File: src/rtl/hien_thi_pkg.sv
// Shared types and constants for the 3-digit display back-end.
// Holds converter states, font table and the double-dabble step.
package hien_thi_pkg;

  typedef enum logic [1:0] {
    CAPTURE = 2'd0,
    SHIFT   = 2'd1,
    COMMIT  = 2'd2
  } conv_state_t;

  localparam int NUM_DIGITS = 3;

  localparam logic [6:0] SEG_0     = 7'h40;
  localparam logic [6:0] SEG_1     = 7'h79;
  localparam logic [6:0] SEG_2     = 7'h24;
  localparam logic [6:0] SEG_3     = 7'h30;
  localparam logic [6:0] SEG_4     = 7'h19;
  localparam logic [6:0] SEG_5     = 7'h12;
  localparam logic [6:0] SEG_6     = 7'h02;
  localparam logic [6:0] SEG_7     = 7'h78;
  localparam logic [6:0] SEG_8     = 7'h00;
  localparam logic [6:0] SEG_9     = 7'h10;
  localparam logic [6:0] SEG_BLANK = 7'h7F;

  function automatic logic [6:0] font(
    input logic [3:0] n
  );
    case (n)
      4'd0:    return SEG_0;
      4'd1:    return SEG_1;
      4'd2:    return SEG_2;
      4'd3:    return SEG_3;
      4'd4:    return SEG_4;
      4'd5:    return SEG_5;
      4'd6:    return SEG_6;
      4'd7:    return SEG_7;
      4'd8:    return SEG_8;
      4'd9:    return SEG_9;
      default: return SEG_BLANK;
    endcase
  endfunction

  // Add-3 on every BCD nibble >= 5, then shift left by one.
  function automatic logic [19:0] dabble(
    input logic [19:0] r
  );
    logic [19:0] a;
    a = r;
    for (int i = 0; i < NUM_DIGITS; i++) begin
      if (a[8+4*i +: 4] >= 4'd5)
        a[8+4*i +: 4] = a[8+4*i +: 4] + 4'd3;
    end
    return {a[18:0], 1'b0};
  endfunction

endpackage

File: src/rtl/bin2bcd_seq.sv
// Sequential 8-bit binary to 3-digit BCD converter, 10-cycle period.
// Ports: clk, reset (sync, active-low), value[7:0] in, bcd[11:0] out.
module bin2bcd_seq
  import hien_thi_pkg::*;
(
  input  logic        clk,
  input  logic        reset,
  input  logic [7:0]  value,
  output logic [11:0] bcd
);

  conv_state_t state;
  logic [19:0] sr;
  logic [2:0]  cnt;

  always_ff @(posedge clk) begin
    if (!reset) begin
      state <= CAPTURE;
      sr    <= '0;
      cnt   <= '0;
      bcd   <= '0;
    end else begin
      case (state)
        CAPTURE: begin
          sr    <= {12'h000, value};
          cnt   <= '0;
          state <= SHIFT;
        end
        SHIFT: begin
          sr  <= dabble(sr);
          cnt <= cnt + 3'd1;
          if (cnt == 3'd7)
            state <= COMMIT;
        end
        COMMIT: begin
          // Only a finished conversion ever reaches bcd.
          bcd   <= sr[19:8];
          state <= CAPTURE;
        end
        default: state <= CAPTURE;
      endcase
    end
  end

endmodule

File: src/rtl/hien_thi_8bit.sv
// Multiplexed 3-digit common-anode 7-seg driver with zero blanking.
// Ports: clk, reset (sync, active-low), value[7:0], bcd, seg, an.
module hien_thi_8bit
  import hien_thi_pkg::*;
#(
  parameter int SCAN_DIV = 50000
) (
  input  logic        clk,
  input  logic        reset,
  input  logic [7:0]  value,
  output logic [11:0] bcd,
  output logic [6:0]  seg,
  output logic [2:0]  an
);

  localparam int PW = (SCAN_DIV > 1) ? $clog2(SCAN_DIV) : 1;
  localparam logic [PW-1:0] PMAX = PW'(SCAN_DIV - 1);
  localparam logic [1:0] LAST = 2'(NUM_DIGITS - 1);

  logic [PW-1:0] psc;
  logic [1:0]    idx;
  logic [6:0]    seg_next;
  logic [2:0]    an_next;

  bin2bcd_seq u_conv (
    .clk   (clk),
    .reset (reset),
    .value (value),
    .bcd   (bcd)
  );

  always_comb begin
    seg_next = SEG_BLANK;
    an_next  = 3'b111;
    case (idx)
      2'd0: begin
        an_next  = 3'b110;
        seg_next = font(bcd[3:0]);
      end
      2'd1: begin
        an_next = 3'b101;
        if (bcd[11:4] != 8'h00)
          seg_next = font(bcd[7:4]);
      end
      2'd2: begin
        an_next = 3'b011;
        if (bcd[11:8] != 4'h0)
          seg_next = font(bcd[11:8]);
      end
      default: begin
        seg_next = SEG_BLANK;
        an_next  = 3'b111;
      end
    endcase
  end

  always_ff @(posedge clk) begin
    if (!reset) begin
      psc <= '0;
      idx <= '0;
      seg <= SEG_BLANK;
      an  <= 3'b111;
    end else begin
      seg <= seg_next;
      an  <= an_next;
      if (psc == PMAX) begin
        psc <= '0;
        idx <= (idx >= LAST) ? 2'd0 : idx + 2'd1;
      end else begin
        psc <= psc + 1'b1;
        if (idx == 2'd3)
          idx <= 2'd0;
      end
    end
  end

endmodule
File: config.mk
export PLATFORM = sky130hd
export DESIGN_NAME = hien_thi_8bit
export DESIGN_NICKNAME = d
export VERILOG_FILES = /design/src/rtl/hien_thi_pkg.sv /design/src/rtl/bin2bcd_seq.sv /design/src/rtl/hien_thi_8bit.sv
export SDC_FILE = /design/constraint.sdc
export NUM_CORES = 1
export LEC_CHECK = 0
export ABC_CLOCK_PERIOD_IN_PS = 2250
export CELL_PAD_IN_SITES_DETAIL_PLACEMENT = 1
export CELL_PAD_IN_SITES_GLOBAL_PLACEMENT = 2
export CORE_MARGIN = 2
export CORE_UTILIZATION = 30
export DETAILED_ROUTE_END_ITERATION = 12
export PLACE_DENSITY = 0.7
export SYNTH_ARGS = -nofsm -noshare
export SYNTH_HDL_FRONTEND = slang
export SYNTH_HIERARCHICAL = 1
export SYNTH_SLANG_ARGS = --single-unit
File: constraint.sdc
create_clock -name clk -period 2.25 [get_ports clk]
set_clock_uncertainty 0.15 [all_clocks]
set_input_delay 0.45 -clock clk [delete_from_list [all_inputs] [get_ports clk]]
set_output_delay 0.45 -clock clk [all_outputs]
set_load 0.02 [all_outputs]
**Yosys cells after proc, flatten, opt, wreduce, memory -nomap -nowiden**

Memory sizes are Yosys's and may differ from the RTL's. A register that Yosys moved wholly into a read port is not among the register bits.
Index checks and enable logic that the tools add are counted.

- Bits in registers: 65
- ROM bits: 336
- Input port bits: 10
- Output and inout bits: 22
- Logic and storage cells: 57
- Memories: 3

Memory list:

| memory | words | width | rd ports | clocked after memory_dff | write ports | RTL line | text |
|---|---|---|---|---|---|---|---|
| (name not given) | 16 | 7 | 1 | 1 | 0 | hien_thi_pkg.sv:28 | `case (n)` |
| (name not given) | 16 | 7 | 1 | 1 | 0 | hien_thi_pkg.sv:28 |  |
| (name not given) | 16 | 7 | 1 | 1 | 0 | hien_thi_pkg.sv:28 |  |

- $add $sub $neg: 6
- Order comparisons: 4
- Equality and inequality tests: 8
- Muxes and demuxes: 20
- Bitwise operators: 1
- Reduce and logical (&&, ||, !) cells: 7

Operator list:

| kind | count |
|---|---|
| $pmux W20 S2 | 1 |
| $mux W4 | 8 |
| $pmux W7 S3 | 1 |
| $add A16 B1 Y16 const B | 1 |
| $eq A16 B16 Y1 const B | 1 |
| $mux W7 | 2 |
| $ge A4 B3 Y1 const B | 3 |
| $pmux W3 S3 | 1 |
| $add A4 B2 Y4 const B | 2 |
| $mux W2 | 4 |
| $reduce_bool A8 Y1 | 1 |
| $eq A2 B2 Y1 const B | 3 |
| $pmux W3 S2 | 1 |
| $eq A2 B1 Y1 const B | 2 |
| $logic_not A2 Y1 | 2 |
| $pmux W2 S2 | 1 |
| $reduce_bool A2 Y1 | 2 |
| $reduce_bool A4 Y1 | 1 |
| $add A3 B1 Y3 const B | 1 |
| $add A3 B2 Y3 const B | 1 |
| $eq A3 B3 Y1 const B | 1 |
| $mux W3 | 1 |
| $add A2 B1 Y2 const B | 1 |
| $ge A2 B2 Y1 const B | 1 |
| 3 further kinds | 3 |

**Logic depth before layout (Yosys ltp)**

- Word-level depth: 3
- Depth in mapped cells: 6
- Mapped depth without buffers: 6

**By module**

The synthesis kept the hierarchy.

By module, submodules not included:

| module | instances | cells each | area each (µm²) | sequential area each (µm²) |
|---|---|---|---|---|
| hien_thi_8bit | 1 | 220 | 1808.0 | 560.5 |
| bin2bcd_seq | 1 | 173 | 1586.5 | 740.7 |

**Least setup slack after synthesis**

OpenSTA, ideal clock, no wires.

- Path type: reg2reg
- Start point: reg u_conv.bcd[5]
- End point: reg seg[3]
- Setup time: 0.143 ns
- Arrival time: 1.595 ns
- Required time: 1.957 ns
- Slack: 0.362 ns
- Stages on the path, launching flop included: 7
- Buffers on the path: 0
- Clock period less this slack: 1.888 ns
- Path through: dfxtp_1 inv_1 ha_1 or2_2 a21o_1 a221oi_1 o221ai_1

- Word-level cells in the longest chain between the ends: 3

Ends and longest elaborated chain:

| element | RTL line | text |
|---|---|---|
| start, declared | bin2bcd_seq.sv:9 | `output logic [11:0] bcd` |
| start signal, assigned | bin2bcd_seq.sv:37 | `bcd <= sr[19:8];` |
| $reduce_bool A8 Y1 | hien_thi_8bit.sv:42 | `if (bcd[11:4] != 8'h00)` |
| $mux W7 | hien_thi_8bit.sv:42 |  |
| $pmux W7 S3 | hien_thi_8bit.sv:35 | `case (idx)` |
| end signal, assigned | hien_thi_8bit.sv:64 | `seg <= seg_next;` |
| end, declared | hien_thi_8bit.sv:12 | `output logic [6:0] seg,` |

No other way between the ends.
A chain may end at the register's enable or synchronous reset.

**Worst setup path in the final report**

- Start point: reg u_conv.bcd[1]
- End point: out bcd[1]

RTL lines:

| element | RTL line | text |
|---|---|---|
| end, declared | hien_thi_8bit.sv:11 | `output logic [11:0] bcd,` |

No word-level cell between the ends.

==> qor.csv <==
metric,value,unit
synth-xor-area-share,4.64,%
synth-seq-cells,65,
track_usage,14.7,%
grt_overflow,0,
design_area,4180,sq um
p_leak,1.60,nW
place_congestion,0.800,
synthTopCellsByArea,"dfxtp_1 (38%), ha_1 (9.2%), a21oi_1 (5.6%)",
holdWs,306,ps
grt_pass1_wl,13.8,mm
report.final.slew_viol_count,0,
worst_pin_slew,551,ps
synth_cells,393,
clkSinkCount,65,
core,10900,sq um
p_comb_share,4.4,%
synth_area_leader_cell,dfxtp_1,
synth-simple-area-share,21.9,%
rows,38,
clockRootBuffer,clkbuf_16,
sequentialPowerShare,45.6,%
rsz0062_at_grt,no,
synth.most_common_cell,dfxtp_1,
antenna_found_initial,0,
synth-compound-area-share,17.8,%
synthMuxAreaShare,3.54,%
die_w,110,um
swShare,23.9,%
placed_cell_area,3890,sq um
hpwlAfterDp,6.17,mm
cp_slowest_cell,clkdlybuf4s50_1,
cap_violations,0,
syn_avg_cell_area,8.64,sq um
ir_drop,0.335,mV
clock_power_share,50.0,%
dr.pass1.iters,4,
start_util,31.0,%
die_y,110,um
synth_cell_type_count,59,
min_period_over_period,95.0,%
timing.critical_path.from_type,flop,
required,1650,ps
ant_nets,0,
diodes,0,
htree_levels,3,
die-area,12200,sq um
vias,2865,
drc,0,
synth_top_family_by_area,simple AND/OR/NAND/NOR gates,
io_buffers,31,
grt_max_degree,23,
outcome,finished clean,
nets,467,
min_period,2140,ps
drt-initial-drc-count,72,
p_per_area,624,nW/um^2
vias_per_cell,4.97,
synth_common_cells,"dfxtp_1 (65), nor2_1 (43), a21oi_1 (38), nand2_1 (36), ha_1 (25)",
endpoint_kind,output port,
wl_per_cell,14.4,um
io-pin-count,32,
synth_top_cell_area_share,38.3,%
crit_chain,clkdlybuf4s50_1,
crit_type,flop to output port,
cpPeakStageDelay,690,ps
finalHoldViolations,0,
clockBufferDepth,2,
wl,8.28,mm
synth_edf_count,0,
yosys_most_used_dff,dfxtp_1,
syn_nets,428,
critPathArrivalTime,1540,ps
insertion_delay,330,ps
async_flop_share,0,%
first_global_vias,2866,
synth.yosys.warnings,6,
cts_buffers,9,
syn_area,3390,sq um
maxSlewHeadroom,63.2,%
intPower,0.00198,W
tns,0,ps
fmax,468,MHz
yosysSeqAreaShare,38.3,%
cpLargestDelayFamily,buffers and inverters,
synth_fa_ha_area_share,9.21,%
crit_fanout,8,
area_delta_synth_final,23.0,%
p_sw,0.000622,W
setup_viol,0,
cts_tree,built,
hp-class,flop to flop,
cp_num_buf_inv,1,
drive_above_1_share,9.61,%
clk_pin_slew_worst_paths,60,ps
-- final timing paths --
kind                               startpoint             to  slack, ps  depth (start not counted)
worst min register to register  u_conv/sr[17]  u_conv/bcd[9]        310                          2
worst min-delay path            u_conv/sr[17]  u_conv/bcd[9]        310                          2
worst max-delay path            u_conv/bcd[1]         bcd[1]        110                          1
worst max register to register  u_conv/bcd[8]         seg[5]        330                          5
-- area by class of cell --
cell class	count	area, sq um
flip-flops and latches	65	1300
repair buffers	43	400
fillers	1293	6760
well taps	140	175
clock buffers	9	225
clock inverters	7	55.1
multi-input cells	292	1940
inverters	21	78.8
-- per-stage QoR --
step / utilization (%) / setup slack, ps / std cells / power, W
after floorplan: - / 362 / 393 / 0.00128
after global placement: 35.6 / 190 / 561 / 0.00133
after detailed placement: 35.6 / 138 / 561 / 0.00133
after CTS: 38.2 / 49.7 / 577 / 0.00265
after global routing: 38.2 / 37.3 / 577 / 0.00271
final: 38.2 / 111 / 577 / 0.00261
-- cell usage in the layout (no fill, tap or decap), types with 2 or more instances in the layout --
| cell type | netlist | layout |
|---|---|---|
| inv_6 | 0 | 2 |
| nand4_1 | 3 | 3 |
| nand2b_1 | 15 | 15 |
| a22o_1 | 5 | 5 |
| nor3b_1 | 3 | 3 |
| clkinv_4 | 0 | 2 |
| nor2b_1 | 5 | 5 |
| o22ai_1 | 5 | 5 |
| nor3_1 | 8 | 8 |
| nand2_1 | 36 | 36 |
| a211o_1 | 2 | 2 |
| a211oi_1 | 2 | 2 |
| clkinvlp_4 | 0 | 2 |
| a21o_1 | 3 | 3 |
| a32oi_1 | 2 | 2 |
| o31ai_1 | 3 | 3 |
| xor2_1 | 4 | 4 |
| nand3_1 | 8 | 8 |
| nor4_1 | 3 | 3 |
| dfxtp_1 | 65 | 64 |
| ha_1 | 25 | 25 |
| o2111ai_1 | 2 | 2 |
| clkbuf_16 | 0 | 9 |
| xnor2_1 | 14 | 14 |
| o211ai_1 | 3 | 3 |
| and2_1 | 3 | 3 |
| buf_4 | 1 | 12 |
| a21oi_1 | 38 | 38 |
| inv_1 | 20 | 20 |
| a32o_1 | 3 | 3 |
| clkdlybuf4s50_1 | 0 | 31 |
| o21ai_0 | 14 | 14 |
| nor2_1 | 43 | 43 |
| mux2i_1 | 12 | 12 |
| or2_2 | 3 | 3 |
-- state kept, by name, indices dropped and copies added (netlist names) --
register	cells
seg	7
u_conv/state	2
u_conv/sr	20
psc	16
u_conv/bcd	12
idx	2
u_conv/cnt	3
an	3
-- per-layer routing --
| metal | up-vias | GRT usage (%) | wire [um] | part of all wire (%) |
|---|---|---|---|---|
| met2 | 26 | 25.2 | 3950 | 48 |
| met5 | - | 0 | 0 | 0 |
| met4 | 0 | 4.64 | 93 | 1.1 |
| met3 | 6 | 3.70 | 214 | 2.6 |
| met1 | 1380 | 18.2 | 4030 | 49 |
| li1 | 1453 | - | - | - |
-- cell families after synthesis --
family                   after synthesis
AND/OR/NAND/NOR                      143
buffers and inverters                 36
multiplexers                          12
XOR/XNOR                              18
AO/OA/AOI/OAI                         94
adder cells (fa/ha/maj)               25
flip-flops                            65
-- repair_timing --
action,4_1_cts,5_1_grt
hold buffers,0,0
gates resized for setup,0,1
endpoints found under the setup margin,0,1
buffers inserted,0,0
-- power groups by stage --
| stage | combinational [W] | clock, W | sequential [W] |
|---|---|---|---|
| 2_1_floorplan | 0.0000594 | 0 | 0.00122 |
| 3_3_place_gp | 0.000113 | 0 | 0.00121 |
| 3_5_place_dp | 0.000116 | 0 | 0.00121 |
| 4_1_cts | 0.000116 | 0.00135 | 0.00119 |
| 5_1_grt | 0.000128 | 0.00139 | 0.00119 |
| 6_report | 0.000113 | 0.00130 | 0.00119 |
Note: power is estimated with default switching activity, not from simulation.
